==> src/rtl/apb_rr_pkg.sv <==
// Shared types and constants for the round-robin APB master.
package apb_rr_pkg;

  typedef enum logic [1:0] {
    ST_IDLE   = 2'd0,
    ST_SETUP  = 2'd1,
    ST_ACCESS = 2'd2
  } state_e;

  localparam int ADDR_W_DEF = 4;
  localparam int DATA_W_DEF = 32;

  // Read data reported on a timed-out transfer (sliced to DATA_W at use).
  localparam logic [63:0] TIMEOUT_RDATA = 64'd0;

endpackage

==> src/rtl/apb_rr_master_rr_arbiter.sv <==
// Combinational round-robin picker: the first eligible requester after the
// last-granted index wins, wrapping around.
module rr_arbiter #(
  parameter int NUM_REQ = 2,
  parameter int PW      = (NUM_REQ > 1) ? $clog2(NUM_REQ) : 1
) (
  input  logic [NUM_REQ-1:0] eligible_i,
  input  logic [PW-1:0]      ptr_i,
  output logic [NUM_REQ-1:0] gnt_o,
  output logic [PW-1:0]      idx_o,
  output logic               valid_o
);

  logic [PW:0]   sum_s;
  logic [PW-1:0] cand_s;
  logic          hit_s;

  // Walk candidates ptr+1 .. ptr+NUM_REQ (mod NUM_REQ); the first eligible one is taken.
  always_comb begin
    gnt_o   = '0;
    idx_o   = '0;
    valid_o = 1'b0;
    sum_s   = '0;
    cand_s  = '0;
    hit_s   = 1'b0;
    for (int i = 1; i <= NUM_REQ; i++) begin
      sum_s         = {1'b0, ptr_i} + (PW+1)'(i);
      cand_s        = (sum_s >= (PW+1)'(NUM_REQ)) ? (sum_s[PW-1:0] - PW'(NUM_REQ))
                                                  : sum_s[PW-1:0];
      hit_s         = !valid_o && eligible_i[cand_s];
      gnt_o[cand_s] = gnt_o[cand_s] | hit_s;
      idx_o         = hit_s ? cand_s : idx_o;
      valid_o       = valid_o | hit_s;
    end
  end

endmodule

==> src/rtl/apb_rr_master.sv <==
// APB master sharing one slave between NUM_REQ requesters with round-robin
// arbitration, SETUP/ACCESS sequencing and a pready timeout.
module apb_rr_master
  import apb_rr_pkg::*;
#(
  parameter int NUM_REQ     = 2,
  parameter int ADDR_W      = ADDR_W_DEF,
  parameter int DATA_W      = DATA_W_DEF,
  parameter int TIMEOUT_CYC = 16
) (
  input  logic                      clk,
  input  logic                      rst,
  input  logic [NUM_REQ-1:0]        req_i,
  input  logic [NUM_REQ-1:0]        req_write_i,
  input  logic [NUM_REQ*ADDR_W-1:0] req_addr_i,
  input  logic [NUM_REQ*DATA_W-1:0] req_wdata_i,
  output logic [NUM_REQ-1:0]        gnt_o,
  output logic [NUM_REQ-1:0]        done_o,
  output logic                      err_o,
  output logic [DATA_W-1:0]         rdata_o,
  output logic                      psel_o,
  output logic                      penable_o,
  output logic [ADDR_W-1:0]         paddr_o,
  output logic                      pwrite_o,
  output logic [DATA_W-1:0]         pwdata_o,
  input  logic [DATA_W-1:0]         prdata_i,
  input  logic                      pready_i
);

  localparam int PW    = (NUM_REQ > 1) ? $clog2(NUM_REQ) : 1;
  localparam int CNT_W = $clog2(TIMEOUT_CYC);

  state_e               state_q, state_d;
  logic [CNT_W-1:0]     cnt_q, cnt_d;
  logic [PW-1:0]        ptr_q, ptr_d;
  logic [NUM_REQ-1:0]   gnt_q, gnt_d;
  logic [NUM_REQ-1:0]   done_q, done_d;
  logic                 err_q, err_d;
  logic [DATA_W-1:0]    rdata_q, rdata_d;
  logic                 psel_q, psel_d;
  logic                 penable_q, penable_d;
  logic [ADDR_W-1:0]    paddr_q, paddr_d;
  logic                 pwrite_q, pwrite_d;
  logic [DATA_W-1:0]    pwdata_q, pwdata_d;

  logic [NUM_REQ-1:0]   eligible_s;
  logic [NUM_REQ-1:0]   arb_gnt_s;
  logic [PW-1:0]        arb_idx_s;
  logic                 arb_valid_s;

  // A requester showing done this cycle is masked so it cannot be granted twice.
  assign eligible_s = req_i & ~done_q;

  rr_arbiter #(.NUM_REQ(NUM_REQ), .PW(PW)) u_arb (
    .eligible_i (eligible_s),
    .ptr_i      (ptr_q),
    .gnt_o      (arb_gnt_s),
    .idx_o      (arb_idx_s),
    .valid_o    (arb_valid_s)
  );

  // Next-state and output computation for the IDLE/SETUP/ACCESS sequencer.
  always_comb begin
    state_d   = state_q;
    cnt_d     = cnt_q;
    ptr_d     = ptr_q;
    gnt_d     = gnt_q;
    done_d    = '0;
    err_d     = 1'b0;
    rdata_d   = rdata_q;
    psel_d    = psel_q;
    penable_d = penable_q;
    paddr_d   = paddr_q;
    pwrite_d  = pwrite_q;
    pwdata_d  = pwdata_q;
    case (state_q)
      ST_IDLE: begin
        if (arb_valid_s) begin
          state_d   = ST_SETUP;
          ptr_d     = arb_idx_s;
          gnt_d     = arb_gnt_s;
          cnt_d     = '0;
          psel_d    = 1'b1;
          penable_d = 1'b0;
          paddr_d   = req_addr_i[int'(arb_idx_s)*ADDR_W +: ADDR_W];
          pwrite_d  = req_write_i[arb_idx_s];
          pwdata_d  = req_write_i[arb_idx_s] ? req_wdata_i[int'(arb_idx_s)*DATA_W +: DATA_W]
                                             : pwdata_q;
        end else begin
          state_d = ST_IDLE;
        end
      end
      ST_SETUP: begin
        state_d   = ST_ACCESS;
        penable_d = 1'b1;
      end
      ST_ACCESS: begin
        // pready wins over the timeout, including in the final allowed cycle.
        if (pready_i) begin
          state_d   = ST_IDLE;
          cnt_d     = '0;
          psel_d    = 1'b0;
          penable_d = 1'b0;
          gnt_d     = '0;
          done_d    = gnt_q;
          rdata_d   = pwrite_q ? rdata_q : prdata_i;
        end else if (cnt_q == CNT_W'(TIMEOUT_CYC - 1)) begin
          state_d   = ST_IDLE;
          cnt_d     = '0;
          psel_d    = 1'b0;
          penable_d = 1'b0;
          gnt_d     = '0;
          done_d    = gnt_q;
          err_d     = 1'b1;
          rdata_d   = TIMEOUT_RDATA[DATA_W-1:0];
        end else begin
          cnt_d = cnt_q + CNT_W'(1);
        end
      end
      default: begin
        state_d = ST_IDLE;
      end
    endcase
  end

  // State and output registers; the pointer resets so requester 0 is first.
  always_ff @(posedge clk) begin
    if (rst) begin
      state_q   <= ST_IDLE;
      cnt_q     <= '0;
      ptr_q     <= PW'(NUM_REQ - 1);
      gnt_q     <= '0;
      done_q    <= '0;
      err_q     <= 1'b0;
      rdata_q   <= '0;
      psel_q    <= 1'b0;
      penable_q <= 1'b0;
      paddr_q   <= '0;
      pwrite_q  <= 1'b0;
      pwdata_q  <= '0;
    end else begin
      state_q   <= state_d;
      cnt_q     <= cnt_d;
      ptr_q     <= ptr_d;
      gnt_q     <= gnt_d;
      done_q    <= done_d;
      err_q     <= err_d;
      rdata_q   <= rdata_d;
      psel_q    <= psel_d;
      penable_q <= penable_d;
      paddr_q   <= paddr_d;
      pwrite_q  <= pwrite_d;
      pwdata_q  <= pwdata_d;
    end
  end

  assign gnt_o     = gnt_q;
  assign done_o    = done_q;
  assign err_o     = err_q;
  assign rdata_o   = rdata_q;
  assign psel_o    = psel_q;
  assign penable_o = penable_q;
  assign paddr_o   = paddr_q;
  assign pwrite_o  = pwrite_q;
  assign pwdata_o  = pwdata_q;

endmodule

==> config.mk <==
export PLATFORM = sky130hd
export DESIGN_NAME = apb_rr_master
export DESIGN_NICKNAME = d
export VERILOG_FILES = /design/src/rtl/apb_rr_pkg.sv /design/src/rtl/apb_rr_master_rr_arbiter.sv /design/src/rtl/apb_rr_master.sv
export SDC_FILE = /design/constraint.sdc
export NUM_CORES = 1
export LEC_CHECK = 0
export CAP_MARGIN = 20
export CORE_ASPECT_RATIO = 1.2
export CORE_MARGIN = 1
export CORE_UTILIZATION = 41
export CTS_BUF_LIST = sky130_fd_sc_hd__clkbuf_8
export DETAILED_ROUTE_END_ITERATION = 10
export GPL_ROUTABILITY_DRIVEN = 0
export PLACE_DENSITY_LB_ADDON = 0.1
export SETUP_SLACK_MARGIN = 0.05
export SLEW_MARGIN = 5
export SYNTH_ARGS = -nofsm -noshare
export SYNTH_HDL_FRONTEND = slang
export SYNTH_HIERARCHICAL = 1
export SYNTH_SLANG_ARGS = --single-unit
==> constraint.sdc <==
create_clock -name clk -period 2.1 [get_ports clk]
set_input_delay 0.21 -clock clk [delete_from_list [all_inputs] [get_ports clk]]
set_output_delay 0.21 -clock clk [all_outputs]
set_load 0.02 [all_outputs]
==> results of run 1 <==
## placed cells by master (no fill, tap or decap), drive strengths merged, types with 3 or more instances in the layout
cell type      instances
buf                   18
a21oi                 69
nand2b                 5
o211ai                32
and2                   3
a211oi                36
clkdlybuf4s50        185
nand2                 38
mux2i                 38
nor3                   3
nor2                   7
a21boi                 3
clkbuf                 9
dfxtp                 83
nand3b                 4
inv                    5
## sequential cells by signal (all words and copies together), names as in the netlist
signal and count:
state_q 2, gnt_o 2, cnt_q 4, done_o 2, pwrite_o 1, psel_o 1
err_o 1, pwdata_o 32, ptr_q 1, paddr_o 4, rdata_o 32, penable_o 1
## layer usage
metal / vias to the layer above / track usage / routed length, um
li1: 1764 / - / -
met1: 1626 / 0.258 / 4000
met2: 132 / 0.388 / 4970
met3: 16 / 0.0667 / 799
met4: 0 / 0.0762 / 158
met5: - / 0 / 0
## worst paths after layout
check / from / to / slack [ns] / cells past startpoint
setup / recovery: req_i[1] / pwdata_o[26] / 0.34 / 7
hold / removal: rst / state_q[0] / 0.34 / 2
setup reg to reg: done_o[0] / pwdata_o[26] / 0.35 / 7
hold reg to reg: psel_o / psel_o / 0.49 / 2
## per-stage QoR
| stage | setup slack (ns) | util | TNS (ns) |
|---|---|---|---|
| after floorplan | 0.218 | - | 0 |
| after global placement | 0.0493 | 0.677 | 0 |
| after detailed placement | -0.0483 | 0.677 | -0.0922 |
| after CTS | 0.335 | 0.701 | 0 |
| after global routing | 0.221 | 0.701 | 0 |
| final | 0.340 | 0.701 | 0 |
## final cells by class
class | instances | area (sq um)
clock inverters | 7 | 76.3
repair buffers | 203 | 2030
flip-flops and latches | 83 | 1660
fillers | 671 | 2460
clock buffers | 9 | 124
inverters | 3 | 11.3
well taps | 114 | 143
multi-input cells | 260 | 1730
## worst max-delay path, stage by stage
cell	delay, ns
sky130_fd_sc_hd__clkdlybuf4s50_1	0.46
sky130_fd_sc_hd__nor2b_1	0.16
sky130_fd_sc_hd__a21boi_4	0.22
sky130_fd_sc_hd__mux2_2	0.36
sky130_fd_sc_hd__and2_0	0.19
sky130_fd_sc_hd__buf_12	0.18
sky130_fd_sc_hd__a211oi_1	0.22
## cell families (layout without fill, tap and decap cells)
| logic type | Yosys count | in the layout | share of synthesized area |
|---|---|---|---|
| compound gates | 147 | 147 | 0.262 |
| flops | 83 | 83 | 0.469 |
| simple gates | 73 | 73 | 0.103 |
| buf+inv | 44 | 222 | 0.0526 |
| mux | 39 | 39 | 0.110 |
| fa+ha+maj | 1 | 1 | 0.00353 |
## power by group
| group | internal [mW] | total [mW] | switching (mW) |
|---|---|---|---|
| Sequential | 1.68 | 1.76 | 0.0747 |
| Clock | 0.558 | 1.15 | 0.589 |
| Combinational | 0.544 | 1.01 | 0.463 |
| Total | 2.79 | 3.91 | 1.13 |
==> results by group, run 1 <==
Drt
  • DR vias: 3538
  • Remaining routing DRC violations: 0
  • Number of detailed-routing iterations run before antenna repair: 4
  • Number of vias per cell after detailed routing: roughly 5.2
  • Number of routed nets with antenna violations: 0
  • Post-DR wirelength/cell: between 10 and 15 um
  • Total length of routed wires: 9920 um
  • Number of DRC violations after detailed-routing iteration 0: 54

Synthesis
  • Cell count after synthesis: 387
  • Synthesized area divided by synthesized cell count: a little over 9 sq um
  • Fraction of post-synthesis cell area in the top cell type by area: 0.469
  • Number of flops mapped to enable cells by yosys: 0
  • Fraction of registers with async set or reset after synthesis: 0
  • Distinct cell type count after synthesis: 37
  • Leading register cell type out of synthesis: sky130_fd_sc_hd__dfxtp_1
  • Number of nets in the synthesized netlist: 499
  • Top cell types by occurrence after synthesis: sky130_fd_sc_hd__dfxtp_1, sky130_fd_sc_hd__a21oi_1, sky130_fd_sc_hd__mux2i_1, sky130_fd_sc_hd__nand2_1, sky130_fd_sc_hd__a211oi_1
  • Share of synthesized area occupied by flip-flops and latches: 0.469
  • Cell accounting for the most synthesized area: sky130_fd_sc_hd__dfxtp_1
  • Top area cells in the synthesized netlist: sky130_fd_sc_hd__dfxtp_1, sky130_fd_sc_hd__mux2i_1, sky130_fd_sc_hd__a21oi_1
  • Count of state elements after synthesis: 83
  • Most frequently used cell type in the post-synthesis netlist: sky130_fd_sc_hd__dfxtp_1
  • Area of the mapped netlist: between 0.003 and 0.004 sq mm
  • Yosys warnings: 6

Clocking
  • Clock-pin transition on the worst setup and hold timing paths: 0.09 ns
  • Post CTS Setup Buffer Count: 0
  • Clock tree from TritonCTS: yes
  • Clock latency reported for the late side of the worst-skew pair: 0.34 ns
  • Number of sinks on the clock net: 83
  • Clock H-tree levels: 3
  • Total clock buffers created by CTS: 9
  • Hold buffer count at cts: 0
  • Root buffer selected by CTS: sky130_fd_sc_hd__clkbuf_8
  • Post-CTS Resized: 0
  • Max Buffers Root-to-Sink: 2

Job
  • Reported max-cap violation count: 0

Power
  • Max IR drop VDD: roughly 0.00035 V
  • Total design power: 3.91 mW
  • Ratio of total power to cell area: 677 mW/mm^2
  • Leak Pwr: 2.01 nW

Setup path
  • Critical Path Sink Type: flip-flop
  • Kind of launch point of the worst setup path: input pin
  • Req. time, crit path: 2.35 ns
  • Arrival time at the worst endpoint: about 2 ns
  • Classification of the worst setup path: in2reg
  • Critical path fanouts, max: 32

STA
  • Final cycle utilization of the critical path: 0.838
  • Max transition margin: 0.620
  • Final hold violation count: 0
  • Slew at the pin closest to its max-slew limit: 0.570 ns
  • Setup repair after global routing missed its margin: false
  • Max Freq: 0.568 GHz
  • Setup skew after layout: 0.00798 ns
  • Fin Hold WS: approximately 0.34 ns
  • Clock period minus worst slack: 1.76 ns
  • Final Max Slew Viols: 0
  • Finish-stage setup viols: 0

Final layout
  • Share of final-layout standard cells stronger than drive strength 1: 0.0690
  • Count of placed standard cells in the final layout, fillers left out: 679
  • Post-layout nets: 672
  • Area added between synthesis and finish: 63.0%
  • Final design instance area without fill: 0.00578 sq mm
  • Number of diodes added for antenna fixing: 0

Floorplan
  • Y dimension of the die: 104 um
  • Horizontal extent of the die: 86.9 um
  • Count of pins on the block boundary: 187
  • Die outline area: 0.00903 sq mm
  • Starting density of the core: 0.430
  • Number of standard-cell rows in the floorplan: 36
  • Area of the placeable core: 0.00824 sq mm

Global route
  • Global-route congestion overflow total: 0
  • Via count of the first global-routing pass: roughly 3500
  • Antenna violations before repair: 0
  • Aggregate global-route resource usage: 0.224
  • Largest net degree at the start of global routing: 43
  • Wire length of the first global-routing pass: 16200 um

Worst hold path
  • Worst min path class: in2reg

Placed design
  • Sum of net half-perimeters after detailed placement: 7200 um
  • Placed cells: 663
  • Input/output buffers: roughly 190
  • Post-DP Area: about 0.0056 sq mm

Outcome
  • Outcome: finished, final reports clean
No activity file was read; power rests on OpenSTA's default activity.
==> inputs of run 2 (changes only) <==
Clock period 2.1 ns to 1.8 ns, I/O delays scaled along.
==> run 2 against run 1 <==
  * First-iteration DRC count grew 140%
  * Total power rose by 20%
  * Sequential share of layout area decreased by 0.95 points
  * Clock-buffer cell count up 1
  * Sequential power rose by 16%
  * Flip-flop and latch count unchanged
  * Global-route usage grew 0.42 points
  * Wire length is 6.9% higher
  * Critical path type is now reg2reg
  * Largest power group unchanged
==> results by group, run 2 (synthesized netlist as in run 1, its figures left out) <==
Final layout
  • Post-layout nets: 682 (was 672)
  • Count of placed standard cells in the final layout, fillers left out: 689 (was 679)
  • Area added between synthesis and finish: 68.8% (was 63.0%)
  • Final design instance area without fill: 0.00599 sq mm (was 0.00578 sq mm)
  • Leading cell type in the layout, fill and taps excluded: sky130_fd_sc_hd__clkdlybuf4s50_1 (unchanged)
  • Share of final-layout standard cells stronger than drive strength 1: 0.120 (was 0.0690)
  • Number of diodes added for antenna fixing: 0 (unchanged)
  • Most frequent cells in the layout: sky130_fd_sc_hd__clkdlybuf4s50_1, sky130_fd_sc_hd__dfxtp_1, sky130_fd_sc_hd__a21oi_1 (unchanged)

Placed design
  • Sum of net half-perimeters after detailed placement: 7340 um (was 7200 um)
  • Post-DP Area: 0.00563 sq mm (was 0.00558 sq mm)
  • Placed cells: 669 (was 663)
  • Input/output buffers: 186 (unchanged)

Floorplan
  • Die outline area: 0.00903 sq mm (unchanged)
  • Area of the placeable core: 0.00824 sq mm (unchanged)
  • Horizontal extent of the die: 86.9 um (unchanged)
  • Starting density of the core: 0.430 (unchanged)
  • Count of pins on the block boundary: 187 (unchanged)
  • Number of standard-cell rows in the floorplan: 36 (unchanged)
  • Y dimension of the die: 104 um (unchanged)

Global route
  • Aggregate global-route resource usage: 0.228 (was 0.224)
  • Antenna violations before repair: 0 (unchanged)
  • Met1 global-route usage: 0.261 (was 0.258)
  • Wire length of the first global-routing pass: 16500 um (was 16200 um)
  • Layer carrying the most global-route usage: met2 (unchanged)
  • Global-route congestion overflow total: 0 (unchanged)
  • Via count of the first global-routing pass: 3537 (was 3476)
  • M3 GR Usage: 0.0738 (was 0.0667)
  • Largest net degree at the start of global routing: 43 (unchanged)
  • Global routing usage on met2: 0.388 (unchanged)

Setup path
  • Critical path buffer and inverter count: 1 (was 2)
  • Classification of the worst setup path: reg2reg (was in2reg)
  • Slowest cell on the critical path: sky130_fd_sc_hd__dfxtp_2 (was sky130_fd_sc_hd__clkdlybuf4s50_1)
  • Crit-path max cell delay: 0.34 ns (was 0.46 ns)
  • Arrival time at the worst endpoint: 1.97 ns (was 2.01 ns)
  • Critical path fanouts, max: 16 (was 32)
  • Cell family with the largest share of critical-path delay: compound AO/OA/AOI/OAI gates (was buffers and inverters)
  • Critical Path Sink Type: flip-flop (unchanged)
  • Kind of launch point of the worst setup path: flip-flop (was input pin)
  • Crit-path cells: nor2b_4, a21boi_4, mux2_4, and2_2, clkbuf_16, a211oi_1 (was clkdlybuf4s50_1, nor2b_1, a21boi_4, mux2_2, and2_0, buf_12, a211oi_1)
  • Req. time, crit path: 2.07 ns (was 2.35 ns)

STA
  • Clock period minus worst slack: 1.70 ns
  • Final cycle utilization of the critical path: 0.943
  • Max Freq: 0.589 GHz
  • Setup skew after layout: 0.0140 ns (was 0.00798 ns)
  • Slew at the pin closest to its max-slew limit: 0.407 ns (was 0.570 ns)
  • Max transition margin: 0.729 (was 0.620)
  • Final Max Slew Viols: 0 (unchanged)
  • Final hold violation count: 0 (unchanged)
  • Finish-stage setup viols: 0 (unchanged)
  • Fin Hold WS: 0.151 ns (was 0.341 ns)
  • Setup repair after global routing missed its margin: true (was false)

Clocking
  • Clock tree from TritonCTS: yes (unchanged)
  • Clock-pin transition on the worst setup and hold timing paths: 0.08 ns (was 0.09 ns)
  • Clock latency reported for the late side of the worst-skew pair: 0.36 ns (was 0.34 ns)
  • Total clock buffers created by CTS: 9 (unchanged)
  • Hold buffer count at cts: 0 (unchanged)
  • Number of sinks on the clock net: 83 (unchanged)
  • Clock H-tree levels: 3 (unchanged)
  • Root buffer selected by CTS: sky130_fd_sc_hd__clkbuf_8 (unchanged)
  • Max Buffers Root-to-Sink: 2 (unchanged)

Drt
  • Number of routed nets with antenna violations: 0 (unchanged)
  • Number of vias per cell after detailed routing: 5.29 (was 5.21)
  • Remaining routing DRC violations: 0 (unchanged)
  • Post-DR wirelength/cell: 15.4 um (was 14.6 um)
  • Number of DRC violations after detailed-routing iteration 0: 127 (was 54)
  • Total length of routed wires: 10600 um (was 9920 um)
  • Number of detailed-routing iterations run before antenna repair: 4 (unchanged)
  • DR vias: 3643 (was 3538)

Power
  • Total design power: 4.69 mW (was 3.91 mW)
  • Ratio of total power to cell area: 783 mW/mm^2 (was 677 mW/mm^2)
  • Max IR drop VDD: 0.000409 V (was 0.000351 V)
  • Leak Pwr: 2.11 nW (was 2.01 nW)

Outcome
  • Outcome: finished, final reports clean (unchanged)

Worst hold path
  • Worst min path class: in2reg (unchanged)

Job
  • Reported max-cap violation count: 0 (unchanged)
[run 2: cell types whose count changed in the layout (fill, tap and decap cells not counted), sizes merged]
| cell | previous run | this run |
|---|---|---|
| clkinvlp | 2 | 1 |
| inv | 5 | 3 |
| clkbuf | 9 | 12 |
| clkinv | 2 | 4 |
| buf | 18 | 26 |
[run 2: metrics by stage]
| stage | utilization | setup TNS, ns | worst slack [ns] |
|---|---|---|---|
| 2_1_floorplan | - | 0 | 0.0634 |
| 3_5_place_dp | 0.683 | -8.11 | -0.274 |
| 4_1_cts | 0.708 | 0 | 0.0617 |
| 5_1_grt | 0.726 | 0 | 0.0236 |
| 3_3_place_gp | 0.683 | -6.69 | -0.199 |
| 6_report | 0.726 | 0 | 0.103 |
[run 2: cell type report]
class | instances | area, sq um
clock buffer | 10 | 138
inverter | 3 | 11.3
fill | 654 | 2260
tap | 114 | 143
sequential | 83 | 1660
multi-input combinational | 260 | 1820
clock inverter | 6 | 65.1
timing repair buffer | 213 | 2140
[run 2: path summary, 6_finish.rpt]
kind | from | to | slack, ns | cells past startpoint
max | done_o[1] | pwdata_o[19] | 0.10 | 6
min | rst | ptr_q | 0.15 | 2
min reg2reg | cnt_q[0] | cnt_q[0] | 0.49 | 2
max reg2reg | done_o[1] | pwdata_o[19] | 0.10 | 6
[run 2: repair_timing]
item	4_1_cts	5_1_grt
endpoints found under the setup margin	1	32
gates resized for setup	1	20
setup buffers	0	2
cloned	0	2
[run 2: report_power, final]
group          internal, mW  switching [mW]
registers              1.96          0.0841
logic                 0.694           0.599
clock network         0.678           0.669
[run 2: per-layer routing]
| metal | wire length [um] | vias to the layer above |
|---|---|---|
| met2 | 5320 | 144 |
| met4 | 223 | 0 |
| met3 | 749 | 20 |
| met1 | 4310 | 1700 |
| met5 | 0 | - |
| li1 | - | 1779 |
[run 2: worst reg2reg max path, cell delays in order (launching register included)]
cell and delay [ns]:
sky130_fd_sc_hd__dfxtp_2 0.34, sky130_fd_sc_hd__nor2b_4 0.13, sky130_fd_sc_hd__a21boi_4 0.20, sky130_fd_sc_hd__mux2_4 0.31
sky130_fd_sc_hd__and2_2 0.23, sky130_fd_sc_hd__clkbuf_16 0.20, sky130_fd_sc_hd__a211oi_1 0.20
